<file path="src/rtl/t03_fpga_cfg_streamer_if.sv">
// SRAM read port and configuration chain bundle for the FPGA config streamer.
// The master side (the streamer) drives the request and the serial chain.
interface t03_fpga_cfg_streamer_if #(
  parameter int unsigned DATA_WIDTH = 32,
  parameter int unsigned ADDR_WIDTH = 10
);
  logic                  sram_csb;
  logic [ADDR_WIDTH-1:0] sram_addr;
  logic [DATA_WIDTH-1:0] sram_dout;
  logic                  cfg_bit;
  logic                  cfg_shift;
  logic                  cfg_latch;

  modport master (
    output sram_csb,
    output sram_addr,
    input  sram_dout,
    output cfg_bit,
    output cfg_shift,
    output cfg_latch
  );

  modport slave (
    input  sram_csb,
    input  sram_addr,
    output sram_dout,
    input  cfg_bit,
    input  cfg_shift,
    input  cfg_latch
  );
endinterface

</file>
<file path="src/rtl/t03_fpga_cfg_streamer.sv">
// Streams word_count SRAM words MSB-first onto the fabric config chain, then pulses cfg_latch.
// Optional macro CFG_CHECKSUM_EN adds a trailing XOR-checksum word read that gates the latch.
module t03_fpga_cfg_streamer #(
  parameter int unsigned DATA_WIDTH = 32,
  parameter int unsigned ADDR_WIDTH = 10,
  parameter int unsigned SHIFT_DIV  = 1
) (
  input  logic                  clk,
  input  logic                  rst,
  input  logic                  start,
  input  logic [ADDR_WIDTH-1:0] start_addr,
  input  logic [ADDR_WIDTH:0]   word_count,
  t03_fpga_cfg_streamer_if.master bus,
  output logic                  busy,
  output logic                  done,
  output logic                  cfg_err
);

  localparam int unsigned DIV_W = (SHIFT_DIV > 1) ? $clog2(SHIFT_DIV) : 1;
  localparam int unsigned BIT_W = (DATA_WIDTH > 1) ? $clog2(DATA_WIDTH) : 1;
  localparam int unsigned CNT_W = ADDR_WIDTH + 1;

  typedef enum logic [2:0] {
    S_IDLE,
    S_FETCH,
    S_WAIT,
    S_SHIFT,
    S_LATCH,
    S_DONE
  } state_e;

  state_e                state_q, state_d;
  logic [ADDR_WIDTH-1:0] cur_addr_q, cur_addr_d;
  logic [CNT_W-1:0]      words_left_q, words_left_d;
  logic [DATA_WIDTH-1:0] shreg_q, shreg_d;
  logic [DIV_W-1:0]      div_q, div_d;
  logic [BIT_W-1:0]      bit_q, bit_d;

  logic                  sram_csb_q, sram_csb_d;
  logic [ADDR_WIDTH-1:0] sram_addr_q, sram_addr_d;
  logic                  cfg_bit_q, cfg_bit_d;
  logic                  cfg_shift_q, cfg_shift_d;
  logic                  cfg_latch_q, cfg_latch_d;
  logic                  busy_q, busy_d;
  logic                  done_q, done_d;

  logic                  period_end;
  logic                  word_end;

`ifdef CFG_CHECKSUM_EN
  logic [DATA_WIDTH-1:0] xor_q, xor_d;
  logic                  chk_q, chk_d;
  logic                  cfg_err_q, cfg_err_d;
`endif

  // Next-state, datapath and registered-output computation
  always_comb begin
    state_d      = state_q;
    cur_addr_d   = cur_addr_q;
    words_left_d = words_left_q;
    shreg_d      = shreg_q;
    div_d        = div_q;
    bit_d        = bit_q;
`ifdef CFG_CHECKSUM_EN
    xor_d        = xor_q;
    chk_d        = chk_q;
    cfg_err_d    = cfg_err_q;
`endif

    period_end = (div_q == DIV_W'(SHIFT_DIV - 1));
    word_end   = period_end && (bit_q == BIT_W'(DATA_WIDTH - 1));

    unique case (state_q)
      S_IDLE: begin
        if (start) begin
          cur_addr_d   = start_addr;
          words_left_d = word_count;
`ifdef CFG_CHECKSUM_EN
          xor_d        = '0;
          chk_d        = 1'b0;
          cfg_err_d    = 1'b0;
`endif
          state_d      = (word_count == '0) ? S_DONE : S_FETCH;
        end
      end

      S_FETCH: state_d = S_WAIT;

      S_WAIT: begin
`ifdef CFG_CHECKSUM_EN
        if (chk_q) begin
          // Trailing checksum word: compared, never shifted
          cfg_err_d = (bus.sram_dout != xor_q);
          state_d   = (bus.sram_dout == xor_q) ? S_LATCH : S_DONE;
        end else begin
          shreg_d = bus.sram_dout;
          xor_d   = xor_q ^ bus.sram_dout;
          div_d   = '0;
          bit_d   = '0;
          state_d = S_SHIFT;
        end
`else
        shreg_d = bus.sram_dout;
        div_d   = '0;
        bit_d   = '0;
        state_d = S_SHIFT;
`endif
      end

      S_SHIFT: begin
        // Pulse occupies the first cycle of each divider period; shift after it
        if (div_q == '0) begin
          shreg_d = {shreg_q[DATA_WIDTH-2:0], 1'b0};
        end
        if (period_end) begin
          div_d = '0;
          bit_d = bit_q + BIT_W'(1);
        end else begin
          div_d = div_q + DIV_W'(1);
        end
        if (word_end) begin
          if (words_left_q == CNT_W'(1)) begin
`ifdef CFG_CHECKSUM_EN
            cur_addr_d = cur_addr_q + ADDR_WIDTH'(1);
            chk_d      = 1'b1;
            state_d    = S_FETCH;
`else
            state_d    = S_LATCH;
`endif
          end else begin
            words_left_d = words_left_q - CNT_W'(1);
            cur_addr_d   = cur_addr_q + ADDR_WIDTH'(1);
            state_d      = S_FETCH;
          end
        end
      end

      S_LATCH: state_d = S_DONE;

      S_DONE:  state_d = S_IDLE;

      default: state_d = S_IDLE;
    endcase

    // Outputs are derived from the upcoming state so they line up with it
    sram_csb_d  = (state_d != S_FETCH);
    sram_addr_d = (state_d == S_FETCH) ? cur_addr_d : sram_addr_q;
    cfg_shift_d = (state_d == S_SHIFT) && (div_d == '0);
    cfg_bit_d   = cfg_shift_d & shreg_d[DATA_WIDTH-1];
    cfg_latch_d = (state_d == S_LATCH);
    done_d      = (state_d == S_DONE);
    busy_d      = (state_d != S_IDLE) && (state_d != S_DONE);
  end

  always_ff @(posedge clk or posedge rst) begin
    if (rst) begin
      state_q      <= S_IDLE;
      cur_addr_q   <= '0;
      words_left_q <= '0;
      shreg_q      <= '0;
      div_q        <= '0;
      bit_q        <= '0;
      sram_csb_q   <= 1'b1;
      sram_addr_q  <= '0;
      cfg_bit_q    <= 1'b0;
      cfg_shift_q  <= 1'b0;
      cfg_latch_q  <= 1'b0;
      busy_q       <= 1'b0;
      done_q       <= 1'b0;
`ifdef CFG_CHECKSUM_EN
      xor_q        <= '0;
      chk_q        <= 1'b0;
      cfg_err_q    <= 1'b0;
`endif
    end else begin
      state_q      <= state_d;
      cur_addr_q   <= cur_addr_d;
      words_left_q <= words_left_d;
      shreg_q      <= shreg_d;
      div_q        <= div_d;
      bit_q        <= bit_d;
      sram_csb_q   <= sram_csb_d;
      sram_addr_q  <= sram_addr_d;
      cfg_bit_q    <= cfg_bit_d;
      cfg_shift_q  <= cfg_shift_d;
      cfg_latch_q  <= cfg_latch_d;
      busy_q       <= busy_d;
      done_q       <= done_d;
`ifdef CFG_CHECKSUM_EN
      xor_q        <= xor_d;
      chk_q        <= chk_d;
      cfg_err_q    <= cfg_err_d;
`endif
    end
  end

  assign bus.sram_csb  = sram_csb_q;
  assign bus.sram_addr = sram_addr_q;
  assign bus.cfg_bit   = cfg_bit_q;
  assign bus.cfg_shift = cfg_shift_q;
  assign bus.cfg_latch = cfg_latch_q;
  assign busy          = busy_q;
  assign done          = done_q;

`ifdef CFG_CHECKSUM_EN
  assign cfg_err = cfg_err_q;
`else
  assign cfg_err = 1'b0;
`endif

endmodule

</file>
<file path="src/flat_wrapper.sv">
// flat-port wrapper written by rule: the top's interface ports become plain ports
module t03_fpga_cfg_streamer_flat 
#(
  parameter int unsigned DATA_WIDTH = 32,
  parameter int unsigned ADDR_WIDTH = 10,
  parameter int unsigned SHIFT_DIV  = 1
)
  (clk, rst, start, start_addr, word_count, busy, done, cfg_err, bus_sram_csb, bus_sram_addr, bus_sram_dout, bus_cfg_bit, bus_cfg_shift, bus_cfg_latch);
  t03_fpga_cfg_streamer_if #(.DATA_WIDTH(DATA_WIDTH), .ADDR_WIDTH(ADDR_WIDTH)) bus_i ();
  input  logic clk;
  input  logic rst;
  input  logic start;
  input  logic [ADDR_WIDTH-1:0] start_addr;
  input  logic [ADDR_WIDTH:0] word_count;
  output logic busy;
  output logic done;
  output logic cfg_err;
  output wire logic [$bits(bus_i.sram_csb)-1:0] bus_sram_csb;
  output wire logic [$bits(bus_i.sram_addr)-1:0] bus_sram_addr;
  input wire logic [$bits(bus_i.sram_dout)-1:0] bus_sram_dout;
  output wire logic [$bits(bus_i.cfg_bit)-1:0] bus_cfg_bit;
  output wire logic [$bits(bus_i.cfg_shift)-1:0] bus_cfg_shift;
  output wire logic [$bits(bus_i.cfg_latch)-1:0] bus_cfg_latch;
  assign bus_sram_csb = bus_i.sram_csb;
  assign bus_sram_addr = bus_i.sram_addr;
  assign bus_i.sram_dout = bus_sram_dout;
  assign bus_cfg_bit = bus_i.cfg_bit;
  assign bus_cfg_shift = bus_i.cfg_shift;
  assign bus_cfg_latch = bus_i.cfg_latch;
  t03_fpga_cfg_streamer #(.DATA_WIDTH(DATA_WIDTH), .ADDR_WIDTH(ADDR_WIDTH), .SHIFT_DIV(SHIFT_DIV)) u_core (.clk(clk), .rst(rst), .start(start), .start_addr(start_addr), .word_count(word_count), .bus(bus_i), .busy(busy), .done(done), .cfg_err(cfg_err));
endmodule
</file>
<file path="config.mk">
export PLATFORM = sky130hd
export DESIGN_NAME = t03_fpga_cfg_streamer_flat
export DESIGN_NICKNAME = d
export VERILOG_FILES = /design/src/rtl/t03_fpga_cfg_streamer_if.sv /design/src/rtl/t03_fpga_cfg_streamer.sv /design/src/flat_wrapper.sv
export SDC_FILE = /design/constraint.sdc
export NUM_CORES = 1
export LEC_CHECK = 0
export ABC_AREA = 1
export BUFFER_PORTS_ARGS = -buffer_cell sky130_fd_sc_hd__buf_4
export CORE_AREA = 2 2 88 90
export CTS_CLUSTER_SIZE = 20
export DETAILED_ROUTE_END_ITERATION = 16
export DIE_AREA = 0 0 90 92
export GPL_ROUTABILITY_DRIVEN = 0
export PLACE_DENSITY_LB_ADDON = 0.3
export SYNTH_ARGS = -nofsm -noshare
export SYNTH_HDL_FRONTEND = slang
export SYNTH_SLANG_ARGS = --single-unit
export TNS_END_PERCENT = 20
</file>
<file path="constraint.sdc">
create_clock -name clk -period 3.1 [get_ports clk]
set_clock_uncertainty 0.05 [all_clocks]
set_input_delay 0.62 -clock clk [delete_from_list [all_inputs] [get_ports clk]]
set_output_delay 0.62 -clock clk [all_outputs]
set_load 0.01 [all_outputs]
</file>
# Yosys cells after proc, flatten, opt, wreduce, memory -nomap -nowiden

Index checks and enable logic that the tools add are counted.

Register bits: 78
Bits of input ports: 56
Output and inout bits: 17
Word-level logic and storage cells: 66

$add $sub $neg: 4
Equality and inequality tests: 16
Multiplexer cells: 19
Bitwise operators: 3
Reduce and logical (&&, ||, !) cells: 10

Operator list:

| operator                                                               | count |
|---|---|
| 32-bit case mux with 2 select lines                                    | 1 |
| 11-bit two-way mux                                                     | 3 |
| 32-bit two-way mux                                                     | 1 |
| 10-bit two-way mux                                                     | 3 |
| 11-bit case mux with 2 select lines                                    | 1 |
| 10-bit case mux with 2 select lines                                    | 1 |
| 3-bit case mux with 5 select lines                                     | 1 |
| 3-bit two-way mux                                                      | 4 |
| 11-bit by 1-bit equality test with 1-bit output, second input constant | 1 |
| 11-bit logical NOT                                                     | 1 |
| 11-bit by 1-bit subtractor with 11-bit output, second input constant   | 1 |
| 10-bit by 1-bit adder with 10-bit output, second input constant        | 1 |
| 5-bit case mux with 2 select lines                                     | 1 |
| 3-bit by 2-bit equality test with 1-bit output, second input constant  | 3 |
| 3-bit equality test, second input constant                             | 3 |
| 3-bit by 1-bit equality test with 1-bit output, second input constant  | 2 |
| 2-bit != test, second input constant                                   | 3 |
| 5-bit by 1-bit adder with 5-bit output, second input constant          | 1 |
| 5-bit equality test, second input constant                             | 1 |
| 5-bit two-way mux                                                      | 1 |
| 4-bit AND reduction                                                    | 1 |
| 2-bit nonzero test                                                     | 2 |
| 1-bit logical AND                                                      | 3 |
| 3-bit logical NOT                                                      | 1 |
| other kinds (10)                                                       | 11 |

# Logic depth before layout (Yosys ltp)

Gate-level depths: netlist of the first run.

Word-level depth: 7
Mapped depth: 13

# Worst setup path after synthesis of the first run

No wires, ideal clock.

Path type: flip-flop to flip-flop
From: register u_core.bit_q[0]
To: register u_core.sram_addr_q[6] (netlist: u_core.bus.sram_addr[6])
Library setup time: 65 ps
Arrival: 1743 ps
Required time: 2985 ps
Setup slack: 1242 ps
Stages on the path, launching flop included: 14
Clock period less this slack: 1858 ps
Cells stage by stage: dfrtp_1 -> ha_1 -> nand2_1 -> nor2_1 -> ha_1 -> inv_1 -> nor2_4 -> inv_2 -> nor2_4 -> nand2_1 -> or2_1 -> nand3_1 -> nand2_1 -> nand2_1

Elaborated cells between the ends (all ways): 7
Classes of those cells: eq/ne: 2; mux: 4; reduce/logical: 1

RTL lines:

| item                                | line                         | text |
|---|---|---|
| start, declared                     | t03_fpga_cfg_streamer.sv:37  | `logic [BIT_W-1:0] bit_q, bit_d;` |
| start signal, assigned              | t03_fpga_cfg_streamer.sv:181 | `bit_q <= bit_d;` |
| 5-bit equality test                 | t03_fpga_cfg_streamer.sv:71  | `word_end = period_end && (bit_q == BIT_W'(DATA_WIDTH - 1));` |
| 1-bit logical AND                   | t03_fpga_cfg_streamer.sv:71  |  |
| 10-bit two-way mux                  | t03_fpga_cfg_streamer.sv:121 | `if (word_end) begin` |
| 10-bit case mux with 2 select lines | t03_fpga_cfg_streamer.sv:73  | `unique case (state_q)` |
| via u_core.cur_addr_d[6]            | t03_fpga_cfg_streamer.sv:33  | `logic [ADDR_WIDTH-1:0] cur_addr_q, cur_addr_d;` |
| end signal, assigned                | t03_fpga_cfg_streamer.sv:183 | `sram_addr_q <= sram_addr_d;` |
| end, declared                       | t03_fpga_cfg_streamer.sv:40  | `logic [ADDR_WIDTH-1:0] sram_addr_q, sram_addr_d;` |

The timed path passes the listed nets, and every way through them passes these cells.
A chain may end at the register's enable or synchronous reset.

# Worst setup path after layout of the first run

Same ends and word-level chain as after synthesis.

==> summary.txt, run 1 <==
Status
  – Outcome: finished, final reports clean

Worst setup path
  – Data arrival time of the critical path: roughly 2.4 ns
  – Setup slack, reg-to-reg: 0.91 ns
  – Startpoint of the worst-slack reg-to-reg timing path: u_core.bit_q[0]
  – Crit path launch type: register
  – Worst path cell trace: ha_1 > nand2_1 > nor2_1 > ha_1 > inv_1 > nor2_4 > inv_2 > nor2_4 > nand2_1 > or2_1 > nand3_1 > nand2_1 > nand2_1
  – R2r worst-path depth: 13
  – Launching instance or port of the critical path: u_core.bit_q[0]
  – Worst reg2reg endpoint: u_core.bus.sram_addr[6]
  – CP delay by family, top: simple AND/OR/NAND/NOR gates
  – Most repeated library cell on the critical path: sky130_fd_sc_hd__nand2_1
  – Crit-path max cell delay: 0.41 ns
  – Required time of the critical path: 3.35 ns
  – Crit path max fanout: 7
  – Critical Path End Type: register
  – Worst setup path category: register to register
  – Count of buffer and inverter cells on the critical path: 2
  – Standard cell with the maximum stage delay on the critical path: sky130_fd_sc_hd__dfrtp_1

STA
  – Fin crit share: 70.7%
  – Time the final worst path needs with I/O delays and setup: 2.19 ns
  – RSZ-0062 raised after global routing: no
  – Setup TNS after final layout: 0 ns
  – Total count of max-transition violations in the final report: 0
  – Number of setup violations in the final report: 0
  – Tightest hold margin: 0.293 ns
  – Fin. Hold Viols: 0
  – Peak clock frequency supported by timing: 457 MHz

Final layout
  – Layout fillers: 660
  – Layout Nets: 607
  – Proportion of layout cells with a drive suffix above 1: 21.8%
  – Area growth, synth to finish: 21.5%
  – Antenna diode count: 0

Floorplan
  – Die width: 90 um
  – Row Count: 32
  – Count of boundary I/O pins: 73
  – Chip Height: 92 um
  – Initial core utilization: 52.3%
  – Core Region: 0.00745 sq mm
  – Area enclosed by the die boundary: a little over 0.008 sq mm

Routing
  – Detailed Route WL: slightly below 9000 um
  – Number of detailed-routing iterations run before antenna repair: 5
  – Per-cell routed wire length: 13.5 um
  – DRT iter0 DRCs: 245
  – DRT antenna net count: 0
  – Vias per std cell: 5.20
  – Via count: 3396
  – Count of unresolved DRC violations after routing: 0

Yosys
  – Dominant cell by count in the synthesized netlist: sky130_fd_sc_hd__nand2_1
  – Cell count after synthesis: 476
  – Top flip-flop cell by instance count after synthesis: sky130_fd_sc_hd__dfrtp_1
  – Cell taking the most area after synthesis: sky130_fd_sc_hd__dfrtp_1
  – Post-synth top cells: 158 x sky130_fd_sc_hd__nand2_1, 77 x sky130_fd_sc_hd__dfrtp_1, 41 x sky130_fd_sc_hd__inv_1
  – Area of the mapped netlist: ~0.004 sq mm
  – Number of synthesized flops with an enable pin: 0
  – Portion of the post-synthesis area used by sequential elements: about 50%
  – Mapped Avg Cell Area: about 8 sq um
  – FF+latch count, synth: 78
  – Post-synth top area share: 49.5%
  – Share of flip-flops with an asynchronous set or reset after synthesis: 100%
  – Yosys synthesis warning count: 0
  – Number of nets produced by synthesis: between 500 and 600
  – Unique cell type count in the Yosys netlist: 37
  – Ranking of synthesized cells by area: sky130_fd_sc_hd__dfrtp_1 50%, sky130_fd_sc_hd__nand2_1 15%, sky130_fd_sc_hd__a22oi_1 6.0%

Run
  – Max capacitance violation total: 0

Clock tree
  – Cts hold-fix bufs: 0
  – Clock-pin slew on the worst setup and hold paths: about 0.090 ns
  – Worst-case clock buffer depth: 2
  – Clock tree from TritonCTS: yes
  – Setup Fix Bufs, Post-CTS: 0
  – Clock Root Buffer: sky130_fd_sc_hd__clkbuf_8
  – Num CTS Buffers: 9
  – H-tree depth: 3
  – Post-cts sizing count: 0
  – Later-pin clock latency in the skew report: 0.35 ns
  – # clock sinks: 78

Global routing
  – First-pass GRT wire length: 14900 um
  – Pin count of the biggest net entering global routing: just under 80
  – Antenna violations before repair: 0
  – Overflow left after global routing: 0
  – Overall Global Routing Usage: about 22%
  – Via count of the first global-routing pass: around 3400

Hold path
  – Hold WC Path Type: input pin to asynchronous set/reset pin

Placed design
  – Total of buffers placed on input and output ports: 71
  – HPWL after DPL: 6130 um

Power
  – Leakage power summed over all cells: 2.41 nW
  – Worst voltage drop across the vdd grid: 0.000219 V
  – Pwr dens: 409 mW/mm^2
==> layout make-up <==
cell class / count / area, sq um / area share [%]
sequential: 78 / 1950 / 41.3
clock inverter: 7 / 82.6 / 1.75
inverter: 48 / 180 / 3.81
timing repair buffer: 76 / 583 / 12.3
multi-input combinational: 333 / 1680 / 35.5
clock buffer: 9 / 124 / 2.62
tap: 102 / 128 / 2.70
==> where the power goes <==
group	total (mW)	switching [mW]	leakage [nW]	internal [mW]
clock	0.796	0.413	0.0980	0.383
combinational	0.100	0.0446	1.38	0.0557
sequential	1.04	0.00642	0.926	1.03
==> how the worst max path moves through the flow <==
stage	depth (start not counted)	end	slack, ns
6_report	13	u_core.bus.sram_addr[6]	0.91
5_1_grt	13	u_core.bus.sram_addr[6]	0.69
4_1_cts	13	u_core.bus.sram_addr[6]	0.92
3_5_place_dp	13	u_core.bus.sram_addr[6]	0.94
3_3_place_gp	13	u_core.bus.sram_addr[6]	1.06
2_1_floorplan	1	u_core.bit_q[0]	0.44
==> stage by stage <==
stage	util, %	area, sq um	setup slack, ns	std cells	total power [mW]
3_3_place_gp	60.7	4520	1.06	637	1.16
4_1_cts	63.5	4730	0.921	653	1.95
6_report	63.5	4730	0.910	653	1.93
5_1_grt	63.5	4730	0.690	653	1.99
2_1_floorplan	-	3890	0.437	476	1.09
3_5_place_dp	60.7	4520	0.941	637	1.16
==> routing by layer <==
metal  GRT usage (%)  wire length, um  vias to the layer above
met2            36.0             4150                      110
met5               0                0                        -
li1                -                -                     1694
met4            9.36              155                        0
met1            29.1             4090                     1576
met3            4.19              418                       16
==> state kept, by name, summed over array words and instances, names as in the netlist, 3 cells and up <==
signal / flops
u_core.bus.sram_addr: 10
u_core.cur_addr_q: 10
u_core.state_q: 3
u_core.words_left_q: 11
u_core.shreg_q: 32
u_core.bit_q: 5
==> cell usage in the layout, fill, tap and decap left out, types with 3 or more instances in the layout <==
| master | netlist | routed |
|---|---|---|
| sky130_fd_sc_hd__o21ai_0 | 17 | 17 |
| sky130_fd_sc_hd__xor2_1 | 3 | 3 |
| sky130_fd_sc_hd__a22oi_1 | 31 | 31 |
| sky130_fd_sc_hd__buf_4 | 1 | 75 |
| sky130_fd_sc_hd__clkbuf_8 | 0 | 9 |
| sky130_fd_sc_hd__a31oi_1 | 3 | 3 |
| sky130_fd_sc_hd__nand3_1 | 24 | 24 |
| sky130_fd_sc_hd__nand2_2 | 4 | 4 |
| sky130_fd_sc_hd__nor3_1 | 7 | 7 |
| sky130_fd_sc_hd__nor2_4 | 5 | 5 |
| sky130_fd_sc_hd__nand4_1 | 8 | 8 |
| sky130_fd_sc_hd__a21oi_1 | 6 | 6 |
| sky130_fd_sc_hd__o22ai_1 | 3 | 3 |
| sky130_fd_sc_hd__nand2_1 | 158 | 158 |
| sky130_fd_sc_hd__inv_2 | 7 | 8 |
| sky130_fd_sc_hd__dfrtp_1 | 77 | 77 |
| sky130_fd_sc_hd__inv_1 | 41 | 40 |
| sky130_fd_sc_hd__nand3_2 | 4 | 4 |
| sky130_fd_sc_hd__nor2_1 | 34 | 33 |
| sky130_fd_sc_hd__nor2_2 | 3 | 4 |
| sky130_fd_sc_hd__ha_1 | 5 | 5 |
==> logic make-up after synthesis <==
group / count (synthesis) / synth area share (%)
fa+ha+maj: 5 / 1.61
xor+xnor: 3 / 0.675
other cells: 1 / 0.0964
simple gates: 251 / 28.2
flops: 78 / 50.2
compound gates: 73 / 12.4
buf+inv: 65 / 6.78
==> worst min-delay path: cells and delay by family <==
kind	cells	cell delay (ns)
buffers and inverters	3	0.51
No activity file was read; power rests on OpenSTA's default activity.
==> inputs of run 2 (changes only) <==
--- a/config.mk
+++ b/config.mk
@@ -7,10 +7,10 @@
 export LEC_CHECK = 0
 export ABC_AREA = 1
 export BUFFER_PORTS_ARGS = -buffer_cell sky130_fd_sc_hd__buf_4
-export CORE_AREA = 2 2 88 90
+export CORE_AREA = 2 2 92 94
 export CTS_CLUSTER_SIZE = 20
 export DETAILED_ROUTE_END_ITERATION = 16
-export DIE_AREA = 0 0 90 92
+export DIE_AREA = 0 0 94 96
 export GPL_ROUTABILITY_DRIVEN = 0
 export PLACE_DENSITY_LB_ADDON = 0.3
 export SYNTH_ARGS = -nofsm -noshare
==> constraint.sdc (replaced) <==
create_clock -name clk -period 2 [get_ports clk]
set_clock_uncertainty 0.05 [all_clocks]
set_input_delay 0.4 -clock clk [delete_from_list [all_inputs] [get_ports clk]]
set_output_delay 0.4 -clock clk [all_outputs]
set_load 0.01 [all_outputs]
==> run 2 against run 1 <==
- the run now ends with setup timing left
- wire length increased by 5.5%
- sequential share of layout area decreased by 1.9 points
- cell count increased by 2.8%
- maximum frequency increased by 7.5%
- hold slack got worse by 0.19 ns
- first-iteration DRC count decreased by 2.9%
- design area increased by 4.9%
- critical path type unchanged
- critical endpoint is now u_core.bus.sram_addr[1]
- highest routed layer unchanged
==> summary.txt, run 2 (same netlist as run 1, synthesis figures left out) <==
Global routing
  – Overflow left after global routing: 0 (unchanged)
  – First-pass GRT wire length: 15300 um (+2.7%)
  – Antenna violations before repair: 0 (unchanged)
  – Via count of the first global-routing pass: 3315 (-1.5%)
  – Pin count of the biggest net entering global routing: 79 (unchanged)
  – Overall Global Routing Usage: 21.5% (-0.61 points)

Floorplan
  – Count of boundary I/O pins: 73 (unchanged)
  – Core Region: 0.00805 sq mm (+8.1%)
  – Die width: 94 um (+4.4%)
  – Row Count: 33 (+3.1%)
  – Initial core utilization: 48.3% (-3.9 points)
  – Chip Height: 96 um (+4.3%)
  – Area enclosed by the die boundary: 0.00902 sq mm (+9.0%)

Clock tree
  – Clock tree from TritonCTS: yes
  – Clock Root Buffer: sky130_fd_sc_hd__clkbuf_8
  – Worst-case clock buffer depth: 2 (unchanged)
  – # clock sinks: 78 (unchanged)
  – H-tree depth: 3 (unchanged)
  – Later-pin clock latency in the skew report: 0.35 ns (about the same)
  – Clock-pin slew on the worst setup and hold paths: 0.08 ns (about the same)
  – Cts hold-fix bufs: 0 (unchanged)
  – Num CTS Buffers: 9 (unchanged)

Final layout
  – Number of standard cells in the layout, taps in and fillers out: 671 (+2.8%)
  – Layout Utilization: 61.6% (-1.9 points)
  – Largest registers ranked by flip-flop count: u_core.shreg_q (32), u_core.words_left_q (11)
  – Flip-flop count of the largest register after layout: 32 (unchanged)
  – Highest-count cells in the layout ignoring fill and taps: 153 x sky130_fd_sc_hd__nand2_1, 87 x sky130_fd_sc_hd__buf_4, 77 x sky130_fd_sc_hd__dfrtp_1, 39 x sky130_fd_sc_hd__inv_1
  – Layout fillers: 688 (+4.2%)
  – Antenna diode count: 0 (unchanged)
  – Register bank with the most flops: u_core.shreg_q
  – Layout Nets: 622 (+2.5%)
  – Proportion of layout cells with a drive suffix above 1: 26.5% (+4.7 points)
  – Area growth, synth to finish: 27.4%
  – Final design area excluding fillers: 0.00496 sq mm (+4.9%)
  – Most common cell after layout, fill and taps aside: sky130_fd_sc_hd__nand2_1

Power
  – Leakage power summed over all cells: 2.50 nW (+3.8%)
  – Pwr dens: 601 mW/mm^2 (+47%)
  – Worst voltage drop across the vdd grid: 0.000524 V (+140%)

Routing
  – Number of detailed-routing iterations run before antenna repair: 4 (-1)
  – Vias per std cell: 5.17 (-0.65%)
  – DRT iter0 DRCs: 238 (-2.9%)
  – Count of unresolved DRC violations after routing: 0 (unchanged)
  – Per-cell routed wire length: 13.9 um (+2.7%)
  – Detailed Route WL: 9300 um (+5.5%)
  – DRT antenna net count: 0 (unchanged)
  – Via count: 3467 (+2.1%)

Worst setup path
  – Critical Path End Type: register
  – R2r worst-path depth: 14 (+1)
  – Crit path max fanout: 10 (+3)
  – Worst setup path category: register to register
  – Data arrival time of the critical path: 2.23 ns (-0.21 ns)
  – Crit path launch type: register
  – Required time of the critical path: 2.19 ns (-1.16 ns)

STA
  – Peak clock frequency supported by timing: 491 MHz (+7.5%)
  – Worst Setup Slack, final: -0.0367 ns (-0.946 ns)
  – Time the final worst path needs with I/O delays and setup: 2.04 ns (-0.154 ns)
  – RSZ-0062 raised after global routing: yes
  – Fin. Hold Viols: 0 (unchanged)
  – Fin crit share: 102% (+31 points)
  – Tightest hold margin: 0.101 ns (-0.192 ns)
  – Total count of max-transition violations in the final report: 0 (unchanged)
  – Number of setup violations in the final report: 3 (+3)

Status
  – Outcome: finished with violations
  – Failing checks: setup timing

Hold path
  – Hold WC Path Type: input pin to asynchronous set/reset pin

Placed design
  – Total of buffers placed on input and output ports: 71 (unchanged)
  – Number of placed instances with taps included: 647 (+1.6%)
  – Placed Instance Area: 0.00458 sq mm (+1.3%)
  – HPWL after DPL: 6190 um (+1.0%)

Run
  – Max capacitance violation total: 0 (unchanged)
-- run 2: power by group --
part / leakage (nW) / internal [mW] / switching, mW
combinational: 1.47 / 0.0866 / 0.0675
sequential: 0.926 / 1.60 / 0.0102
clock: 0.103 / 0.617 / 0.601
total: 2.50 / 2.30 / 0.679
-- run 2: through the flow --
stage / setup TNS [ns] / total power [mW] / worst slack [ns]
after floorplan: 0 / 1.69 / 0.142
after CTS: 0 / 3.01 / 0.0139
final: -0.0693 / 2.98 / -0.0367
after global placement: 0 / 1.79 / 0.0643
after global routing: -2.72 / 3.11 / -0.189
after detailed placement: 0 / 1.80 / 0.0221
-- run 2: final timing paths --
kind,start,end,slack [ns]
worst max-delay path,u_core.bit_q[1],u_core.bus.sram_addr[1],-0.04
worst min-delay path,rst,u_core.shreg_q[28],0.10
worst max register to register,u_core.bit_q[1],u_core.bus.sram_addr[1],-0.04
worst min register to register,u_core.shreg_q[22],u_core.shreg_q[22],0.43
max in group asynchronous,rst,u_core.bus.sram_csb,1.45
min in group clk,bus_sram_dout[13],u_core.shreg_q[13],0.23
-- run 2: what timing repair did --
item	CTS	global route
setup endpoints to repair	10	58
pin swaps	2	11
gates cloned	1	1
setup buffers	1	5
gates resized for setup	6	24
-- run 2: worst max-delay path: stages (launching register included) --
cell and delay (ns):
sky130_fd_sc_hd__dfrtp_1 0.37, sky130_fd_sc_hd__ha_2 0.20, sky130_fd_sc_hd__nand2_2 0.07, sky130_fd_sc_hd__nor2_2 0.11, sky130_fd_sc_hd__ha_2 0.19, sky130_fd_sc_hd__inv_2 0.05, sky130_fd_sc_hd__nor2_4 0.16, sky130_fd_sc_hd__buf_4 0.15
sky130_fd_sc_hd__nand2_4 0.07, sky130_fd_sc_hd__nand2_4 0.11, sky130_fd_sc_hd__nand2_8 0.09, sky130_fd_sc_hd__nand2_1 0.08, sky130_fd_sc_hd__nand3_1 0.08, sky130_fd_sc_hd__nand2_1 0.08, sky130_fd_sc_hd__nand2_1 0.05
-- run 2: cell type report --
cell class,instances,area (sq um),area share [%]
Sequential cell,78,1950,39.4
Inverter,48,191,3.86
Timing Repair inverter,1,5.00,0.101
Tap cell,105,131,2.65
Timing Repair Buffer,89,684,13.8
Clock inverter,6,68.8,1.39
Multi-Input combinational cell,334,1790,36.0
Clock buffer,10,138,2.78
-- run 2: routing by layer --
layer / vias to the layer above / GRT usage (%) / wire length [um]
li1: 1734 / - / -
met2: 97 / 34.8 / 4450
met1: 1623 / 29.6 / 4160
met5: - / 0 / 0
met3: 13 / 4.70 / 574
met4: 0 / 5.68 / 123
==> inputs of run 3 (changes only) <==
--- a/config.mk
+++ b/config.mk
@@ -7,10 +7,10 @@
 export LEC_CHECK = 0
 export ABC_AREA = 1
 export BUFFER_PORTS_ARGS = -buffer_cell sky130_fd_sc_hd__buf_4
-export CORE_AREA = 2 2 92 94
+export CORE_AREA = 2 2 96 98
 export CTS_CLUSTER_SIZE = 20
 export DETAILED_ROUTE_END_ITERATION = 16
-export DIE_AREA = 0 0 94 96
+export DIE_AREA = 0 0 98 100
 export GPL_ROUTABILITY_DRIVEN = 0
 export PLACE_DENSITY_LB_ADDON = 0.3
 export SYNTH_ARGS = -nofsm -noshare
==> constraint.sdc (replaced) <==
create_clock -name clk -period 2.6 [get_ports clk]
set_clock_uncertainty 0.05 [all_clocks]
set_input_delay 0.52 -clock clk [delete_from_list [all_inputs] [get_ports clk]]
set_output_delay 0.52 -clock clk [all_outputs]
set_load 0.01 [all_outputs]
==> run 3 against run 2 <==
- the run now ends clean
- cell count down 1.0%
- register-to-register slack better by 0.49 ns
- largest cell class unchanged
- via count fell by 2.8%
- critical endpoint is now u_core.bus.sram_addr[6]
- sequential share of layout area increased by 1.8 points
- die area up 8.6%
- critical path type unchanged
- clock power fell by 29%
==> summary.txt, run 3 (same netlist as run 1, synthesis figures left out) <==
Power
  – Pwr dens: 469 mW/mm^2 (-22%)
  – Leakage power summed over all cells: 2.41 nW (-3.5%)
  – Worst voltage drop across the vdd grid: 0.000357 V (-32%)
  – Total power consumption of the routed design: 2.22 mW (-25%)

Worst setup path
  – Worst setup path category: register to register
  – Crit path launch type: register
  – R2r worst-path depth: 13 (-1)
  – Crit path max fanout: 7 (-3)
  – Required time of the critical path: 2.84 ns (+0.65 ns)
  – Critical Path End Type: register
  – Data arrival time of the critical path: 2.39 ns (+0.16 ns)

STA
  – RSZ-0062 raised after global routing: no
  – Fin. Hold Viols: 0 (unchanged)
  – Setup TNS after final layout: 0 ns (+0.0693 ns)
  – Total count of max-transition violations in the final report: 0 (unchanged)
  – Slew HR: 53.3%
  – Fin crit share: 82.6% (-19 points)
  – Number of setup violations in the final report: 0 (-3)
  – Peak clock frequency supported by timing: 466 MHz (-5.1%)
  – Tightest hold margin: 0.225 ns (+0.123 ns)
  – Time the final worst path needs with I/O delays and setup: 2.15 ns (+0.110 ns)
  – Actual slew at the worst max-slew pin: 0.700 ns

Global routing
  – Via count of the first global-routing pass: 3434 (+3.6%)
  – Overflow left after global routing: 0 (unchanged)
  – Overall Global Routing Usage: 18.9% (-2.6 points)
  – Antenna violations before repair: 0 (unchanged)
  – Pin count of the biggest net entering global routing: 39 (-51%)
  – First-pass GRT wire length: 15400 um (+0.50%)

Routing
  – Count of unresolved DRC violations after routing: 0 (unchanged)
  – Vias per std cell: 5.08 (-1.8%)
  – DRT antenna net count: 0 (unchanged)
  – Number of detailed-routing iterations run before antenna repair: 4 (unchanged)
  – DRT iter0 DRCs: 182 (-24%)
  – Per-cell routed wire length: 13.2 um (-4.5%)
  – Via count: 3370 (-2.8%)
  – Detailed Route WL: 8790 um (-5.5%)

Placed design
  – HPWL after DPL: 6350 um (+2.6%)
  – Total of buffers placed on input and output ports: 71 (unchanged)

Final layout
  – Proportion of layout cells with a drive suffix above 1: 22.1% (-4.4 points)
  – Antenna diode count: 0 (unchanged)
  – Largest registers ranked by flip-flop count: u_core.shreg_q (32), u_core.words_left_q (11)
  – Area growth, synth to finish: 21.8%
  – Layout Nets: 609 (-2.1%)
  – Most common cell after layout, fill and taps aside: sky130_fd_sc_hd__nand2_1
  – Highest-count cells in the layout ignoring fill and taps: 158 x sky130_fd_sc_hd__nand2_1, 77 x sky130_fd_sc_hd__buf_4, 77 x sky130_fd_sc_hd__dfrtp_1, 40 x sky130_fd_sc_hd__inv_1, 33 x sky130_fd_sc_hd__nor2_1
  – Layout Utilization: 53.3% (-8.3 points)
  – Register bank with the most flops: u_core.shreg_q
  – Flip-flop count of the largest register after layout: 32 (unchanged)

Floorplan
  – Count of boundary I/O pins: 73 (unchanged)
  – Chip Height: 100 um (+4.2%)
  – Initial core utilization: 43.8% (-4.6 points)
  – Area enclosed by the die boundary: 0.00980 sq mm (+8.6%)
  – Row Count: 35 (+6.1%)
  – Die width: 98 um (+4.3%)
  – Core Region: 0.00889 sq mm (+10%)

Clock tree
  – # clock sinks: 78 (unchanged)
  – Worst-case clock buffer depth: 2 (unchanged)
  – Num CTS Buffers: 9 (unchanged)
  – Clock Root Buffer: sky130_fd_sc_hd__clkbuf_8
  – Cts hold-fix bufs: 0 (unchanged)
  – Setup Fix Bufs, Post-CTS: 0 (-1)
  – Post-cts sizing count: 0 (-6)
  – Later-pin clock latency in the skew report: 0.34 ns (about the same)
  – Clock tree from TritonCTS: yes
  – Clock-pin slew on the worst setup and hold paths: 0.10 ns (+0.02 ns)
  – H-tree depth: 3 (unchanged)

Status
  – Outcome: finished, final reports clean

Run
  – Max capacitance violation total: 0 (unchanged)

Hold path
  – Hold WC Path Type: input pin to asynchronous set/reset pin
run 3: critical path, stage by stage (launching register included):
cell	delay (ns)
sky130_fd_sc_hd__dfrtp_1	0.41
sky130_fd_sc_hd__ha_1	0.19
sky130_fd_sc_hd__nand2_1	0.08
sky130_fd_sc_hd__nor2_1	0.09
sky130_fd_sc_hd__ha_1	0.20
sky130_fd_sc_hd__inv_1	0.08
sky130_fd_sc_hd__nor2_4	0.18
sky130_fd_sc_hd__inv_2	0.08
sky130_fd_sc_hd__nor2_4	0.19
sky130_fd_sc_hd__nand2_1	0.13
sky130_fd_sc_hd__or2_1	0.22
sky130_fd_sc_hd__nand3_1	0.08
sky130_fd_sc_hd__nand2_1	0.06
sky130_fd_sc_hd__nand2_1	0.06
run 3: report_power, final:
group          leakage (nW)  switching (mW)  internal [mW]
registers             0.926         0.00799           1.23
clock network        0.0932           0.499          0.366
logic                  1.39          0.0528         0.0672
total                  2.41           0.560           1.66
run 3: final timing paths:
| path | from | endpoint | slack, ns |
|---|---|---|---|
| hold reg to reg | u_core.shreg_q[10] | u_core.shreg_q[10] | 0.44 |
| max in group asynchronous | rst | u_core.bus.sram_csb | 1.57 |
| setup / recovery | u_core.bit_q[0] | u_core.bus.sram_addr[6] | 0.45 |
| min in group clk | bus_sram_dout[11] | u_core.shreg_q[11] | 0.34 |
| setup reg to reg | u_core.bit_q[0] | u_core.bus.sram_addr[6] | 0.45 |
| hold / removal | rst | u_core.shreg_q[9] | 0.22 |
run 3: layout make-up:
type,instances,area (sq um)
clock buffer,9,124
sequential,78,1950
clock inverter,7,67.6
inverter,48,180
fill,857,4150
multi-input combinational,333,1680
timing repair buffer,78,598
tap,111,139
run 3: per-layer routing:
metal  up-vias  global-route usage [%]  routed length, um
met2       102                    31.1               4060
met3         6                    3.97                479
li1       1701                       -                  -
met5         -                       0                  0
met4         0                    4.49                 59
met1      1561                    25.9               4190
run 3: stage by stage:
stage,cell area [sq um],instances,setup WS [ns]
final,4740,664,0.453
after floorplan,3890,476,0.0366
after global placement,4550,648,0.572
after global routing,4740,664,0.226
after CTS,4740,664,0.448
after detailed placement,4550,648,0.456
